[config.mk]
export PLATFORM = sky130hd
export DESIGN_NAME = kbd_rx_fifo_flat
export DESIGN_NICKNAME = d
export VERILOG_FILES = /design/src/rtl/kbd_rx_fifo_if.sv /design/src/rtl/kbd_rx_fifo.sv /design/src/flat_wrapper.sv
export SDC_FILE = /design/constraint.sdc
export NUM_CORES = 1
export LEC_CHECK = 0
export BUFFER_PORTS_ARGS = -buffer_cell sky130_fd_sc_hd__buf_2
export CAP_MARGIN = 20
export CORE_MARGIN = 2
export CORE_UTILIZATION = 50
export CTS_CLUSTER_SIZE = 16
export DETAILED_ROUTE_END_ITERATION = 7
export PLACE_DENSITY = 0.74
export SETUP_SLACK_MARGIN = 0.2
export SLEW_MARGIN = 20
export SYNTH_ARGS = -nofsm -noshare
export SYNTH_HDL_FRONTEND = slang
export SYNTH_SLANG_ARGS = --single-unit
[constraint.sdc]
create_clock -name CLOCK_50 -period 8.81 [get_ports CLOCK_50]
set_clock_uncertainty 0.05 [all_clocks]
set_input_delay 0.881 -clock CLOCK_50 [delete_from_list [all_inputs] [get_ports CLOCK_50]]
set_output_delay 0.881 -clock CLOCK_50 [all_outputs]
set_load 0.01 [all_outputs]
[src/rtl/kbd_rx_fifo_if.sv]
`default_nettype none
// ============================================================================
// Module   : kbd_rx_fifo_if
// Purpose  : CPU bus read path and interrupt handshake of the keyboard buffer.
// Revision : 1.0 - initial release
// ============================================================================
interface kbd_rx_fifo_if;
    logic [63:0] bus_address;
    logic        bus_read_enable;
    logic [63:0] bus_read_data;
    logic [3:0]  irq_vector;
    logic        irq_ack;

    modport master (
        output bus_address, bus_read_enable, irq_ack,
        input  bus_read_data, irq_vector
    );

    modport slave (
        input  bus_address, bus_read_enable, irq_ack,
        output bus_read_data, irq_vector
    );
endinterface
`default_nettype wire

[src/rtl/kbd_rx_fifo.sv]
`default_nettype none
// ============================================================================
// Module   : kbd_rx_fifo
// Purpose  : Keystroke FIFO served at KEY_ADDR with a one-shot IRQ handshake.
//            Define KBD_STATUS_REG_EN to add the status register at KEY_ADDR+8.
// Revision : 1.0 - initial release
// ============================================================================
module kbd_rx_fifo #(
    parameter int          DEPTH    = 16,
    parameter logic [63:0] KEY_ADDR = 64'h0000_8000,
    parameter logic [3:0]  IRQ_VEC  = 4'd1
) (
    input  logic                    CLOCK_50,
    input  logic                    reset,
    input  logic                    key_pressed_i,
    input  logic [7:0]              key_ascii_i,
    kbd_rx_fifo_if.slave            bus,
    output logic [$clog2(DEPTH):0]  fifo_count_o,
    output logic                    overflow_o
);
    localparam int                c_AW      = $clog2(DEPTH);
    localparam logic [c_AW:0]     c_PTR_ONE = 1;

    typedef enum logic [1:0] {
        IDLE   = 2'd0,
        REQ    = 2'd1,
        SERVED = 2'd2
    } irq_state_t;

    logic [7:0]   mem_q [DEPTH];
    logic [c_AW:0] wr_ptr_q, wr_ptr_d;
    logic [c_AW:0] rd_ptr_q, rd_ptr_d;
    logic [63:0]  rd_data_q, rd_data_d;
    logic         overflow_q, overflow_d;
    logic         key_prev_q;
    logic         rd_prev_q;
    irq_state_t   irq_state_q;
    logic [3:0]   irq_vec_q;

    logic w_push, w_rd_sel, w_rd_edge, w_empty, w_full, w_wr_en, w_pop, w_st_edge;

    assign w_push    = key_pressed_i & ~key_prev_q & (key_ascii_i != 8'd0);
    assign w_rd_sel  = bus.bus_read_enable && (bus.bus_address == KEY_ADDR);
    assign w_rd_edge = w_rd_sel & ~rd_prev_q;
    assign w_empty   = (wr_ptr_q == rd_ptr_q);
    assign w_full    = (wr_ptr_q[c_AW] != rd_ptr_q[c_AW]) &&
                       (wr_ptr_q[c_AW-1:0] == rd_ptr_q[c_AW-1:0]);
    // A pop in the same cycle does not make room for a push against a full FIFO.
    assign w_wr_en   = w_push & ~w_full;
    assign w_pop     = w_rd_edge & ~w_empty;

    assign fifo_count_o      = wr_ptr_q - rd_ptr_q;
    assign overflow_o        = overflow_q;
    assign bus.bus_read_data = rd_data_q;
    assign bus.irq_vector    = irq_vec_q;

`ifdef KBD_STATUS_REG_EN
    logic st_prev_q;
    logic w_st_sel;

    assign w_st_sel  = bus.bus_read_enable && (bus.bus_address == KEY_ADDR + 64'd8);
    assign w_st_edge = w_st_sel & ~st_prev_q;

    always_ff @(posedge CLOCK_50 or negedge reset) begin
        if (!reset) begin
            st_prev_q <= 1'b0;
        end else begin
            st_prev_q <= w_st_sel;
        end
    end
`else
    assign w_st_edge = 1'b0;
`endif

    always_comb begin
        wr_ptr_d   = wr_ptr_q;
        rd_ptr_d   = rd_ptr_q;
        rd_data_d  = rd_data_q;
        overflow_d = overflow_q;
        if (w_wr_en) wr_ptr_d = wr_ptr_q + c_PTR_ONE;
        if (w_pop)   rd_ptr_d = rd_ptr_q + c_PTR_ONE;
        if (w_rd_edge) begin
            rd_data_d = w_empty ? 64'd0 : {56'd0, mem_q[rd_ptr_q[c_AW-1:0]]};
        end else if (w_st_edge) begin
            rd_data_d = {overflow_q, 55'd0, 8'(fifo_count_o)};
        end
        // A drop in the same cycle as a status read wins over the clear.
        if (w_st_edge)         overflow_d = 1'b0;
        if (w_push && w_full)  overflow_d = 1'b1;
    end

    always_ff @(posedge CLOCK_50) begin
        if (w_wr_en) mem_q[wr_ptr_q[c_AW-1:0]] <= key_ascii_i;
    end

    always_ff @(posedge CLOCK_50 or negedge reset) begin
        if (!reset) begin
            wr_ptr_q   <= '0;
            rd_ptr_q   <= '0;
            rd_data_q  <= 64'd0;
            overflow_q <= 1'b0;
            key_prev_q <= 1'b0;
            rd_prev_q  <= 1'b0;
        end else begin
            wr_ptr_q   <= wr_ptr_d;
            rd_ptr_q   <= rd_ptr_d;
            rd_data_q  <= rd_data_d;
            overflow_q <= overflow_d;
            key_prev_q <= key_pressed_i;
            rd_prev_q  <= w_rd_sel;
        end
    end

    always_ff @(posedge CLOCK_50 or negedge reset) begin
        if (!reset) begin
            irq_state_q <= IDLE;
            irq_vec_q   <= 4'd0;
        end else begin
            case (irq_state_q)
                IDLE: begin
                    if (!w_empty && !bus.irq_ack) begin
                        irq_state_q <= REQ;
                        irq_vec_q   <= IRQ_VEC;
                    end
                end
                REQ: begin
                    if (bus.irq_ack) begin
                        irq_state_q <= SERVED;
                        irq_vec_q   <= 4'd0;
                    end
                end
                SERVED: begin
                    if (w_empty && !bus.irq_ack) irq_state_q <= IDLE;
                end
                default: begin
                    irq_state_q <= IDLE;
                    irq_vec_q   <= 4'd0;
                end
            endcase
        end
    end
endmodule
`default_nettype wire

[src/flat_wrapper.sv]
// flat-port wrapper written by rule: the top's interface ports become plain ports
module kbd_rx_fifo_flat 
#(
    parameter int          DEPTH    = 16,
    parameter logic [63:0] KEY_ADDR = 64'h0000_8000,
    parameter logic [3:0]  IRQ_VEC  = 4'd1
)
  (CLOCK_50, reset, key_pressed_i, key_ascii_i, fifo_count_o, overflow_o, bus_bus_address, bus_bus_read_enable, bus_irq_ack, bus_bus_read_data, bus_irq_vector);
  kbd_rx_fifo_if bus_i ();
  input  logic CLOCK_50;
  input  logic reset;
  input  logic key_pressed_i;
  input  logic [7:0] key_ascii_i;
  output logic [$clog2(DEPTH):0] fifo_count_o;
  output logic overflow_o;
  input wire logic [$bits(bus_i.bus_address)-1:0] bus_bus_address;
  input wire logic [$bits(bus_i.bus_read_enable)-1:0] bus_bus_read_enable;
  input wire logic [$bits(bus_i.irq_ack)-1:0] bus_irq_ack;
  output wire logic [$bits(bus_i.bus_read_data)-1:0] bus_bus_read_data;
  output wire logic [$bits(bus_i.irq_vector)-1:0] bus_irq_vector;
  assign bus_i.bus_address = bus_bus_address;
  assign bus_i.bus_read_enable = bus_bus_read_enable;
  assign bus_i.irq_ack = bus_irq_ack;
  assign bus_bus_read_data = bus_i.bus_read_data;
  assign bus_irq_vector = bus_i.irq_vector;
  kbd_rx_fifo #(.DEPTH(DEPTH), .KEY_ADDR(KEY_ADDR), .IRQ_VEC(IRQ_VEC)) u_core (.CLOCK_50(CLOCK_50), .reset(reset), .key_pressed_i(key_pressed_i), .key_ascii_i(key_ascii_i), .bus(bus_i), .fifo_count_o(fifo_count_o), .overflow_o(overflow_o));
endmodule
Word-level counts from Yosys, hierarchy flattened
Memory sizes are Yosys's and may differ from the RTL's.
Cells that the tools add are included.
W data, S select, Z words.
{ "totals": {"mem_count": 1, "romBits": 0, "reg_bits": 83, "ramBits": 128, "latch_bits": 0} }
{ "op_classes": {"mul": 0, "n_reduce_logical": 11, "n_mux": 10, "add_sub_neg": 3, "order_cmp": 0, "n_shift": 0, "eq_ne": 9, "bitwise_logic": 10, "div_mod_pow": 0} }
{ "mem_list": {"columns": ["memory", "words", "word_bits", "read_ports", "rd_clocked_by_memory_dff", "wr", "line_no", "text"], "rows": [
  ["u_core.mem_q", 16, 8, 1, 0, 1, "kbd_rx_fifo.sv:30", "logic [7:0] mem_q [DEPTH];"]
]} }
{ "ops": {"columns": ["op", "n"], "rows": [
  ["$eq A64 B16 Y1 const B", 1],
  ["$pmux W4 S3", 1],
  ["$add A5 B1 Y5 const B", 2],
  ["$mux W4", 2],
  ["$mux W8", 1],
  ["$reduce_bool A8 Y1", 1],
  ["$mux W2", 3],
  ["$pmux W2 S3", 1],
  ["$reduce_and A3 Y1", 2],
  ["$and A1 B1 Y1", 5],
  ["$eq A5 B5 Y1", 1],
  ["$logic_and A1 B1 Y1", 5],
  ["$not A1 Y1", 5],
  ["$sub A5 B5 Y5", 1],
  ["$eq A4 B4 Y1", 1],
  ["$ne A2 B1 Y1 const B", 2],
  ["$eq A2 B1 Y1 const B", 1],
  ["$eq A2 B2 Y1 const B", 1],
  ["$logic_not A1 Y1", 2],
  ["$logic_not A2 Y1", 1],
  ["$mux W1", 2],
  ["$ne A2 B2 Y1 const B", 1],
  ["$ne A1 B1 Y1", 1]
]} }

Logic depth before layout (Yosys ltp)
{ "depth": {"word_depth": 6, "mapped_depth": 10, "depth_no_buf": 7} }

Least setup slack after synthesis
Ideal clock, no wire load.
{ "synth_timing": {"path_type": "register to register", "startpoint": "register u_core.rd_ptr_q[1]", "endpoint": "memory u_core.mem_q[0][0], enable pin", "arrival_ns": 2.719, "required_time_ns": 8.377, "path_stages_with_launch": 9, "slack_ns": 5.658, "cell_sequence": "dfrtp_1 > buf_2 > buf_1 > inv_1 > ha_1 > and4_1 > a221oi_2 > nand2_1 > nor3_1"} }
{ "synth_via": {"elab_chain_len": 6} }
{ "synth_rtl": {"columns": ["element", "line_no", "text"], "rows": [
  ["start, declared", "kbd_rx_fifo.sv:32", "logic [c_AW:0] rd_ptr_q, rd_ptr_d;"],
  ["start signal, assigned", "kbd_rx_fifo.sv:106", "rd_ptr_q <= rd_ptr_d;"],
  ["$eq A4 B4 Y1", "kbd_rx_fifo.sv:47", "(wr_ptr_q[c_AW-1:0] == rd_ptr_q[c_AW-1:0]);"],
  ["$logic_and A1 B1 Y1", "kbd_rx_fifo.sv:46", "assign w_full = (wr_ptr_q[c_AW] != rd_ptr_q[c_AW]) &&"],
  ["$not A1 Y1", "kbd_rx_fifo.sv:49", "assign w_wr_en = w_push & ~w_full;"],
  ["$and A1 B1 Y1", "kbd_rx_fifo.sv:49", null],
  ["$mux W1", "kbd_rx_fifo.sv:93", "if (w_wr_en) mem_q[wr_ptr_q[c_AW-1:0]] <= key_ascii_i;"],
  ["$mux W1 (implied by the code)", "kbd_rx_fifo.sv:93", null],
  ["end, declared", "kbd_rx_fifo.sv:30", null]
]} }
No other way between the ends.

Worst setup path in the final report
{ "layout_timing": {"startpoint": "register u_core.rd_ptr_q[2]", "endpoint": "memory u_core.mem_q[2][4], enable pin"} }
The elaborated chain is that of the path after synthesis.

==> out/metrics.yaml <==
finish:
  layout.nets: 641
  seq_area_um2: 4450
  drive_gt1_frac: 0.284
  area_delta_synth_final_pct: 14.5
  nFillCells: 1066
  multi_input_area_um2: 2140
  postLayoutCellArea_um2: 7940
clock_tree:
  ctsResizeCount: 0
  cts_buffers: 17
  worstSkewPairLatency_ns: 0.42
  cts_tree: "yes"
  cts_setup_buffers: 0
  cts-root-buf: "clkbuf_16"
  cts_buffer_depth: 2
  tritoncts_num_sinks: 152
  path_clk_slew_ns: 0.06
  htreeDepth: 4
  ctsHoldBuffers: 0
placed_design:
  placed_cell_area_um2: 7330
  dp_hpwl_um: 10900
  place_ws_ns: 5.17
  gp_congestion: 0.957
  port_buffers: 91
die:
  die_area_um2: 14800
  die_x_um: 122
  rows: 43
  io_pins: 151
  core_um2: 13700
  die_h_um: 122
  initial_utilization: 0.505
synth:
  syn_area_um2: 6930
  synth_top_area_share: 0.555
  synth_area_leader_cell: "edfxtp_1"
  ys_warn_count: 0
  netlist_instances: 458
  ys_seq_area_frac: 0.641
  synth.area.top_cells: "edfxtp_1, dfrtp_1, buf_4"
  synth-async-reset-ratio: 0.158
  ys.flop_type: "edfxtp_1"
  synth_edf_count: 128
  avgSynthCellArea_um2: 15.1
  synth_cell_types: 41
  synth-seq-cells: 152
sta:
  finalSetupTns_ns: 0
  tightest_slew_ns: 1.08
  hold_violations: 0
  drv_slew: 0
  worst_slack_ns: 5.14
  rsz0062_at_grt: "no"
  max_freq_mhz: 273
  setup_viol: 0
  fin_crit_sh: 0.416
  slew_headroom: 0.275
  min_period_ns: 3.67
power:
  ir_drop_mv: 0.128
  p_per_area_nw_per_um2: 228
  total_leakage_power_nw: 2.89
  finalPower_w: 0.00181
global_routing:
  met1_usage: 0.262
  grt_pass1_vias: 4238
  grt_use_total: 0.220
  grt_antenna_before_repair: 2
  grt_overflow: 0
  grtUsageMet3: 0.0440
  top_usage_layer: "met2"
  use_met2: 0.378
  grt_pass1_wl_um: 23300
  grt_max_degree: 40
routing:
  post_drt_wl_per_cell_um: 20.9
  antenna_left: 0
  drtIter0Drc: 362
  num_vias: 4240
  wl_um: 15700
  viasPerCell: 5.66
  drtPass1Iterations: 5
  drc: 0
worst_setup_path:
  cp.required_ns: 8.79
  cp-end-kind: "flip-flop"
  crit_path_max_fanout: 12
  critical_path_class: "reg2reg"
  crit_arrival_ns: 3.65
  cp-start-kind: "flip-flop"
job:
  maxCapViolCount: 0
min_path:
  hold_class: "in2async"
outcome:
  outcome: "completed"
[cell type report]
| class | count | area share |
|---|---|---|
| Multi-Input combinational cell | 278 | 0.270 |
| Clock buffer | 18 | 0.0553 |
| Antenna cell | 2 | 0.000631 |
| Sequential cell | 152 | 0.560 |
| Tap cell | 180 | 0.0284 |
| Clock inverter | 14 | 0.0202 |
| Timing Repair Buffer | 93 | 0.0593 |
| Inverter | 12 | 0.00568 |
[placed cells by master, fill, tap and decap left out, types with 8 or more instances in the layout]
master and n:
inv_1 11, ha_1 9, mux2i_1 29, nor2_1 20, dfrtp_1 23, nand2_1 9, nand4_1 9, mux4_2 19
edfxtp_1 128, nor3_1 8, nor4_1 24, xnor2_1 9, buf_2 91, conb_1 59, mux2_2 8, o21ai_0 10
clkbuf_16 17, a21oi_1 10
[Yosys cell counts, types with 7 or more instances]
library cell,n
a21oi_1,10
xnor2_1,9
nor4_1,24
inv_1,11
nor3_1,9
o31ai_1,7
edfxtp_1,128
nand2_1,9
mux2i_1,29
nor2_1,20
mux4_2,19
a221oi_1,7
buf_4,63
o21ai_0,10
dfrtp_1,24
nand4_1,9
a221o_1,7
ha_1,9
mux2_2,8
[per-layer routing]
metal,vias to the layer above,part of all wire
met5,-,0
met4,0,0.025
met3,29,0.079
met2,244,0.53
met1,2098,0.37
li1,1869,-
[registers in the layout, summed over array words and instances (netlist names)]
name                      cells
u_core.bus.bus_read_data      8
u_core.rd_ptr_q               5
u_core.overflow_o             1
u_core.wr_ptr_q               5
u_core.irq_state_q            2
u_core.rd_prev_q              1
u_core.key_prev_q             1
u_core.mem_q                128
u_core.bus.irq_vector         1
[through the flow]
step | std cells | hold WS [ns] | util
4_1_cts | 747 | 0.420 | 0.578
6_report | 749 | 0.405 | 0.578
2_1_floorplan | 516 | 0.390 | -
3_5_place_dp | 715 | 0.424 | 0.534
3_3_place_gp | 715 | 0.410 | 0.534
5_1_grt | 749 | 0.444 | 0.578
[report_power, final]
group,internal [W],leakage (nW),switching [W]
Clock,0.000431,0.286,0.000295
Combinational,0.0000796,1.15,0.000137
Sequential,0.000829,1.45,0.0000352
Total,0.00134,2.89,0.000467
[worst max-delay path, cell delays in order (launching register included)]
cell      delay (ns)
dfrtp_1         0.55
inv_1           0.28
ha_1            0.43
and4_1          0.28
a221oi_2        0.57
nand2_1         0.25
nor3_1          0.87
[worst paths after layout]
kind,start,to,slack (ns),depth (start not counted)
min reg2reg,u_core.irq_state_q[1],u_core.irq_state_q[0],0.43,1
min in group CLOCK_50,u_core.irq_state_q[1],u_core.irq_state_q[0],0.43,1
max reg2reg,u_core.rd_ptr_q[2],u_core.mem_q[2][4],5.14,6
min,reset,u_core.bus.irq_vector[0],0.41,1
max in group asynchronous,reset,u_core.rd_ptr_q[0],7.89,1
max,u_core.rd_ptr_q[2],u_core.mem_q[2][4],5.14,6
[logic make-up (layout without fill, tap and decap cells)]
group / count (synthesis) / in the layout / share of synthesized area
simple gates: 95 / 95 / 0.0780
mux: 56 / 56 / 0.117
xor+xnor: 12 / 12 / 0.0152
compound gates: 46 / 46 / 0.0478
flops: 152 / 152 / 0.641
other cells: 1 / 61 / 0.000541
buf+inv: 86 / 137 / 0.0816
fa+ha+maj: 10 / 10 / 0.0191
(Power assumes the default switching activity.)
